--- config.mk ---
export PLATFORM = sky130hd
export DESIGN_NAME = extend_scheduler
export DESIGN_NICKNAME = d
export VERILOG_FILES = /design/src/rtl/extend_scheduler.sv
export SDC_FILE = /design/constraint.sdc
export NUM_CORES = 1
export LEC_CHECK = 0
export CORE_MARGIN = 8
export CORE_UTILIZATION = 55
export DETAILED_ROUTE_END_ITERATION = 10
export GPL_TIMING_DRIVEN = 0
export PLACE_DENSITY_LB_ADDON = 0.2
export SETUP_SLACK_MARGIN = 0.2
export SLEW_MARGIN = 20
export SYNTH_ARGS = -nofsm -noshare
export SYNTH_HDL_FRONTEND = slang
export SYNTH_SLANG_ARGS = --single-unit
--- constraint.sdc ---
create_clock -name clk -period 6.3 [get_ports clk]
set_input_delay 1.89 -clock clk [delete_from_list [all_inputs] [get_ports clk]]
set_output_delay 1.89 -clock clk [all_outputs]
set_load 0.01 [all_outputs]
--- src/rtl/extend_scheduler.sv ---
// Feeds extend_array: walks a wavefront's diagonals, packs NUM_EXTEND lanes per
// FIFO word, and pops words into the engines only when every engine is idle.
module extend_scheduler #(
    parameter int NUM_EXTEND    = 8,
    parameter int TILE_SIZE     = 512,
    parameter int LOG_TILE_SIZE = $clog2(TILE_SIZE),
    parameter int TB_ADDR       = 10,
    parameter int FIFO_WIDTH    = 2*LOG_TILE_SIZE+TB_ADDR+2,
    parameter int GUARD         = 4
) (
    input  logic                               clk,
    input  logic                               rst,
    input  logic                               start,
    input  logic [LOG_TILE_SIZE:0]             k_lo,
    input  logic [LOG_TILE_SIZE:0]             k_hi,
    output logic                               wf_ren,
    output logic [LOG_TILE_SIZE:0]             wf_raddr,
    input  logic [LOG_TILE_SIZE+TB_ADDR:0]     wf_rdata,
    output logic                               fifo_wen,
    output logic [NUM_EXTEND*FIFO_WIDTH-1:0]   fifo_din,
    input  logic                               fifo_full,
    input  logic                               fifo_empty,
    output logic                               fifo_ren,
    input  logic [NUM_EXTEND-1:0]              is_finish,
    output logic                               busy,
    output logic                               done,
    output logic [LOG_TILE_SIZE:0]             batch_cnt
);

    localparam int KW = LOG_TILE_SIZE + 1;
    localparam int VB = LOG_TILE_SIZE + TB_ADDR;
    localparam int LW = (NUM_EXTEND > 1) ? $clog2(NUM_EXTEND) : 1;
    localparam int GW = (GUARD > 0) ? $clog2(GUARD + 1) : 1;

    typedef enum logic [1:0] {IDLE, FETCH, PUSH, FLUSH} state_t;

    state_t state, state_nxt;

    logic signed [KW-1:0] k_lo_r;
    logic signed [KW-1:0] k_hi_r;
    logic signed [KW-1:0] k_cur;
    logic                 issuing;
    logic                 range_end;
    logic [LW-1:0]        rd_cnt;
    logic [LW-1:0]        lane_cnt;
    logic                 vld_p1;
    logic signed [KW-1:0] k_p1;
    logic [NUM_EXTEND*FIFO_WIDTH-1:0] lane_buf;
    logic [GW-1:0]        guard_cnt;
    logic [KW-1:0]        popped;
    logic                 pop_go;
    logic                 flush_ok;
    logic                 start_go;

    assign start_go = (state == IDLE) && start;
    assign pop_go   = (guard_cnt == '0) && !fifo_empty && (&is_finish);
    assign flush_ok = (popped == batch_cnt) && fifo_empty && (guard_cnt == '0) && (&is_finish);
    assign fifo_din = lane_buf;
    assign wf_raddr = wf_ren ? (k_cur - k_lo_r) : '0;

    always_ff @(posedge clk or negedge rst) begin
        if (!rst) state <= IDLE;
        else      state <= state_nxt;
    end

    always_comb begin
        state_nxt = state;
        wf_ren    = 1'b0;
        fifo_wen  = 1'b0;
        case (state)
            IDLE: begin
                if (start)
                    state_nxt = ($signed(k_lo) <= $signed(k_hi)) ? FETCH : FLUSH;
            end
            FETCH: begin
                wf_ren = issuing;
                // last read issued and its data is being captured this cycle
                if (!issuing && vld_p1) state_nxt = PUSH;
            end
            PUSH: begin
                if (!fifo_full) begin
                    fifo_wen  = 1'b1;
                    state_nxt = range_end ? FLUSH : FETCH;
                end
            end
            FLUSH: begin
                if (flush_ok) state_nxt = IDLE;
            end
            default: state_nxt = IDLE;
        endcase
    end

    // p0: read issue, k walk and batch bookkeeping
    always_ff @(posedge clk or negedge rst) begin
        if (!rst) begin
            k_lo_r    <= '0;
            k_hi_r    <= '0;
            k_cur     <= '0;
            issuing   <= 1'b0;
            range_end <= 1'b0;
            rd_cnt    <= '0;
            batch_cnt <= '0;
            busy      <= 1'b0;
            done      <= 1'b0;
        end else begin
            done <= 1'b0;
            case (state)
                IDLE: begin
                    if (start) begin
                        k_lo_r    <= $signed(k_lo);
                        k_hi_r    <= $signed(k_hi);
                        k_cur     <= $signed(k_lo);
                        issuing   <= 1'b1;
                        range_end <= 1'b0;
                        rd_cnt    <= '0;
                        batch_cnt <= '0;
                        busy      <= 1'b1;
                    end
                end
                FETCH: begin
                    if (issuing) begin
                        k_cur  <= k_cur + KW'(1);
                        rd_cnt <= rd_cnt + 1'b1;
                        if (k_cur == k_hi_r) range_end <= 1'b1;
                        if ((k_cur == k_hi_r) || (rd_cnt == LW'(NUM_EXTEND - 1)))
                            issuing <= 1'b0;
                    end
                end
                PUSH: begin
                    if (!fifo_full) begin
                        batch_cnt <= batch_cnt + 1'b1;
                        rd_cnt    <= '0;
                        issuing   <= !range_end;
                    end
                end
                FLUSH: begin
                    if (flush_ok) begin
                        done <= 1'b1;
                        busy <= 1'b0;
                    end
                end
                default: ;
            endcase
        end
    end

    // p1: capture returned wavefront data into the lane buffer
    always_ff @(posedge clk or negedge rst) begin
        if (!rst) begin
            vld_p1   <= 1'b0;
            k_p1     <= '0;
            lane_cnt <= '0;
            lane_buf <= '0;
        end else begin
            vld_p1 <= wf_ren;
            k_p1   <= k_cur;
            if (vld_p1) begin
                lane_buf[int'(lane_cnt)*FIFO_WIDTH +: FIFO_WIDTH] <=
                    {wf_rdata[VB], k_p1, wf_rdata[VB-1:0]};
                lane_cnt <= lane_cnt + 1'b1;
            end else if (state == PUSH && !fifo_full) begin
                lane_buf <= '0;
                lane_cnt <= '0;
            end
        end
    end

    // dispatch: one pop per guard window, only with every engine idle
    always_ff @(posedge clk or negedge rst) begin
        if (!rst) begin
            fifo_ren  <= 1'b0;
            guard_cnt <= '0;
            popped    <= '0;
        end else begin
            fifo_ren <= pop_go;
            if (pop_go)
                guard_cnt <= GW'(GUARD);
            else if (guard_cnt != '0)
                guard_cnt <= guard_cnt - 1'b1;
            if (start_go)
                popped <= '0;
            else if (pop_go)
                popped <= popped + 1'b1;
        end
    end

endmodule

---- Word level (Yosys, flattened, before mapping) ----
Cells that the tools add are included.
cells by class
  reductions and logical operators ........ 32
  add/subtract/negate cells ............... 8
  equal/unequal tests ..................... 12
  shifts and indexed selects .............. 2
  $mul .................................... 1
  order comparisons ....................... 1
  muxes and demuxes ....................... 43
operator list
  operator                                                                    count
  240-bit 2-to-1 mux                                                          2
  240-bit bitwise mux                                                         1
  30-bit by 33-bit variable shift with 240-bit output (first input constant)  1
  30-bit by 33-bit indexed part select with 240-bit output                    1
  10-bit 2-to-1 mux                                                           7
  10-bit one-hot mux with 2 select lines                                      2
  8-bit negation with 33-bit output                                           1
  3-bit 2-to-1 mux                                                            7
  10-bit by 1-bit adder with 10-bit output (second input constant)            2
  10-bit equality test                                                        2
  1-bit 2-to-1 mux                                                            13
  2-bit 2-to-1 mux                                                            6
  2-bit != test (second input constant)                                       6
  3-bit AND reduction                                                         4
  4-bit AND reduction                                                         3
  2-bit nonzero test                                                          6
  10-bit by 2-bit adder with 10-bit output (second input constant)            1
  10-bit less-or-equal comparator                                             1
  10-bit subtractor                                                           1
  3-bit one-hot mux with 3 select lines                                       1
  1-bit logical AND                                                           8
  2-bit one-hot mux with 4 select lines                                       1
  8-bit AND reduction                                                         1
  3-bit by 4-bit multiplier with 7-bit output (second input constant)         1
  other kinds (13)                                                            20
word-level totals
  word-level logic and storage cells ...... 116
  output and inout port bits .............. 265
  bits in registers ....................... 317

---- Longest topological paths before layout ----
  depth in word-level cells ............... 6
  depth in mapped cells ................... 16
  depth with buffers taken out ............ 15

---- Worst setup path after synthesis ----
No wires, ideal clock.
  kind .................................... register to register
  start point ............................. register lane_cnt[0]
  end point ............................... register lane_buf[16] (netlist: fifo_din[16])
  cell stages (with the launch flop) ...... 16
  period minus slack after synthesis ...... 4.365 ns
  setup time .............................. 0.121 ns
  path buffers ............................ 2
  path slack .............................. 1.935 ns
  arrival time ............................ 4.244 ns
  path through ............................ dfrtp_1 -> buf_2 -> buf_1 -> inv_1 -> fa_1 -> and3_1 -> nor3_1 -> nor2_1 -> nor2_1 -> ha_1 -> nand3_1 -> or4_1 -> a2111oi_2 -> or3_1 -> o21ai_1 -> a22o_1
on the way
  word-level cells in the longest chain between the ends .. 5
RTL lines
  item                                                                                                                             line  text
  from (decl)                                                                                                                      45    logic [LW-1:0] lane_cnt;
  from (signal assigned)                                                                                                           160   lane_cnt <= lane_cnt + 1'b1;
  3-bit by 4-bit multiplier with 7-bit output (*)                                                                                  158   lane_buf[int'(lane_cnt)*FIFO_WIDTH +: FIFO_WIDTH] <=
  8-bit negation with 33-bit output (*)                                                                                            158
  30-bit by 33-bit indexed part select with 240-bit output or 30-bit by 33-bit variable shift with 240-bit output (tied branches)  158
  240-bit bitwise mux (*)                                                                                                          158
  240-bit 2-to-1 mux (*)                                                                                                           157   if (vld_p1) begin
  to (signal, indexed assignment)                                                                                                  158
  to (decl)                                                                                                                        48    logic [NUM_EXTEND*FIFO_WIDTH-1:0] lane_buf;
Mark *: on every way between the ends. The rest lies on a longest branch, timed or not.
A chain may end at the register's enable or synchronous reset.

---- Worst setup path after layout ----
  start point ............................. register lane_cnt[0]
  end point ............................... register lane_buf[165] (netlist: fifo_din[165])
Same word-level chain as after synthesis.

==> metrics <==
async set-or-reset flop fraction in the synthesized netlist 100.0%; placement row count 68; multi-input logic area 0.01042 mm^2; Net Count, Synth 2150; CP peak stage delay 660 ps; Final min period 6018 ps; final number of max-transition violations 0; Min Hold Slack 487.4 ps; Starting Density 55.49%; status completed; Setup-failing EPs final 0; CTS H-Tree Depth 2; TritonCTS clock tree built; unrepaired setup endpoints after global routing false; PortBufs 317; CP endpoint fifo_din[165]; Yosys top cell area share 41.59%; die span in x 202.2 um; Overall Global Routing Usage 43.47%; P per Cell Area 185.2 mW/mm^2; CP Data Required Time 6760 ps; Cell Count, Final, Fillers Out 2897; CP max stage cell nor2_2; EDFF count, synth 0; top cells by count, synth nand2_1 (383), dfrtp_1 (317), mux2i_1 (238); share of cells above drive strength 1 7.992%; pin count of the biggest net entering global routing 103; placed cell count 2831; setup slack, reg-to-reg 280 ps; drt first-iter violations 2495; fill cell count 2363; HPWL after detailed placement 68590 um; count leader, synth nand2_1; CP Max Fanout 10; WP data arrival 6470 ps; ranking of synthesized cells by area dfrtp_1 (42%), mux2i_1 (12%), nand2_1 (7.5%); DIE HEIGHT 202.2 um; # IOs 318; Nets 2508; Slew @ Worst Pin 1253 ps; via count 20210; Ys Warns 0; final core occ 70.30%; Post-CTS Hold Fix Bufs 0; Num CTS Buffers 35; DRC violations left 0; MaxCap Viol Count 0; Final period util 95.52%; Worst R2R Start lane_cnt[0]; area delta synth->final 26.69%; crit end category register; core area 0.03437 mm^2; Fmax 166.2 MHz; root buf cell clkbuf_16; GP Congestion 1.088; Worst Hold Class reg -> reg; clock slew at reported path FFs 70 ps; sequential fraction of the synthesis area 41.59%; grt ovf 0; HP Start fifo_din[22]; reg-to-reg critical path endpoint fifo_din[165]; startpoint types register; Die ar. 0.04089 mm^2; worst-case clock buffer depth 3; critical path class reg -> reg; WL per Instance 31.62 um; cells after synthesis 2055; final hold vios 0; Avg Inst Size Synth 9.281 um^2; area leader, netlist dfrtp_1; vias in the first global route 20620; post-route setup TNS 0 ps; mapped cell area 0.01907 mm^2; most frequent CP cell nor2_1; CP Launch Point lane_cnt[0]; clock sinks 317; drt pass-1 iters 6; Register Area 0.007933 mm^2; clock latency on the worst-skew pair 570 ps; main flop type after synthesis dfrtp_1; initial antenna violation count 4; vias per inst 6.976; cells on worst reg2reg path 14; synthesis-stage register bit count 317; drt total wl 91620 um; clock skew 42.24 ps; design area 0.02416 mm^2; final antenna-violating net count 0; Max-slew headroom 16.26%; Max VDD drop 196.1 uV; crit-path cells buf_2 -> buf_1 -> inv_1 -> fa_1 -> and3_1 -> nor3_1 -> nor2_1 -> nor2_1 -> ha_1 -> clkbuf_2 -> nand3b_2 -> nor2_2 -> nand2_1 -> mux2i_1; global-route wire length before repair 133900 um; leakage power 10.75 nW; area post-placement 0.02292 mm^2; count of different cell masters after synthesis 84
## cell usage in the layout, fill, tap and decap left out, types with 14 or more instances in the layout
| cell | n |
|---|---|
| nand2_1 | 383 |
| dfrtp_1 | 317 |
| clkdlybuf4s50_1 | 316 |
| mux2i_1 | 238 |
| nor2_1 | 168 |
| o21ai_0 | 102 |
| a21oi_1 | 72 |
| a22oi_1 | 72 |
| clkbuf_1 | 69 |
| nand3_1 | 53 |
| inv_1 | 48 |
| nor3_1 | 40 |
| buf_2 | 38 |
| ha_1 | 38 |
| clkbuf_16 | 35 |
| xnor2_1 | 25 |
| mux4_2 | 24 |
| and3_1 | 22 |
| xor2_1 | 19 |
| nand4_1 | 18 |
| o211ai_1 | 16 |
| o22ai_1 | 14 |
## cell families (layout without fill, tap and decap cells)
family	after synthesis	in the layout	share of synthesized area, %
fa+ha+maj	43	43	2.965
mux	264	264	15.44
compound gates	419	419	14.81
other cells	0	2	0
xor+xnor	46	46	2.191
flops	317	317	41.59
simple gates	790	790	19.01
buf+inv	176	561	3.988
## repair_timing
item | CTS | global route
endpoints found under the setup margin | 0 | 62
buffers inserted | 0 | 0
endpoints found under the hold margin | 0 | 0
gates resized for setup | 0 | 7
## routing by layer
layer  track usage (%)  vias up  routed length, um
met1             50.28     9735              31210
met3             12.63      523              11420
met2             69.78     1858              41560
li1                  -     8087                  -
met4             28.72        6               7379
met5                 0        -                 46
## critical path: cells and delay by family, from the launching register on
kind,cells,cell delay [ps]
DFF,1,530
adders and majority gates,2,970
muxes,1,290
and+or+nand+nor,7,2690
buffers and inverters,4,1440
## stage by stage
stage	power [W]	setup slack (ps)
final	0.004476	282.5
after global routing	0.004561	212.2
after CTS	0.004455	328.2
after detailed placement	0.002317	370.8
after global placement	0.002301	-9472
after floorplan	0.002176	1935
## registers in the layout, indices dropped and copies added (netlist names)
| signal | flops |
|---|---|
| k_hi_r | 10 |
| guard_cnt | 3 |
| busy | 1 |
| issuing | 1 |
| state | 2 |
| fifo_ren | 1 |
| k_lo_r | 10 |
| vld_p1 | 1 |
| lane_cnt | 3 |
| rd_cnt | 3 |
| range_end | 1 |
| popped | 10 |
| done | 1 |
| fifo_din | 240 |
| k_p1 | 10 |
| k_cur | 10 |
| batch_cnt | 10 |
## worst min path at each step
stage / to / slack [ps] / cells past startpoint
2_1_floorplan: guard_cnt[1] / 450 / 2
3_3_place_gp: guard_cnt[1] / 460 / 2
3_5_place_dp: fifo_din[25] / 480 / 2
4_1_cts: guard_cnt[0] / 490 / 1
5_1_grt: fifo_din[24] / 520 / 2
6_report: fifo_din[22] / 490 / 2
## layout make-up
cell class	count	share of cell area (%)
inverters	48	0.7456
multi-input cells	1562	43.11
flip-flops and latches	317	32.83
diodes	2	0.02071
well taps	455	2.356
clock buffers	42	3.899
repair buffers	321	13.52
clock inverters	22	1.098
plain buffers	128	2.423
## power breakdown
part / switching, W / internal [W] / leakage (nW) / total [W]
logic: 0.000142 / 0.0000828 / 5.82 / 0.000225
clock network: 0.000937 / 0.00125 / 0.600 / 0.00219
registers: 0.0000100 / 0.00205 / 4.32 / 0.00206
total: 0.00109 / 0.00339 / 10.7 / 0.00448
Power figures use the tool's default switching activity.
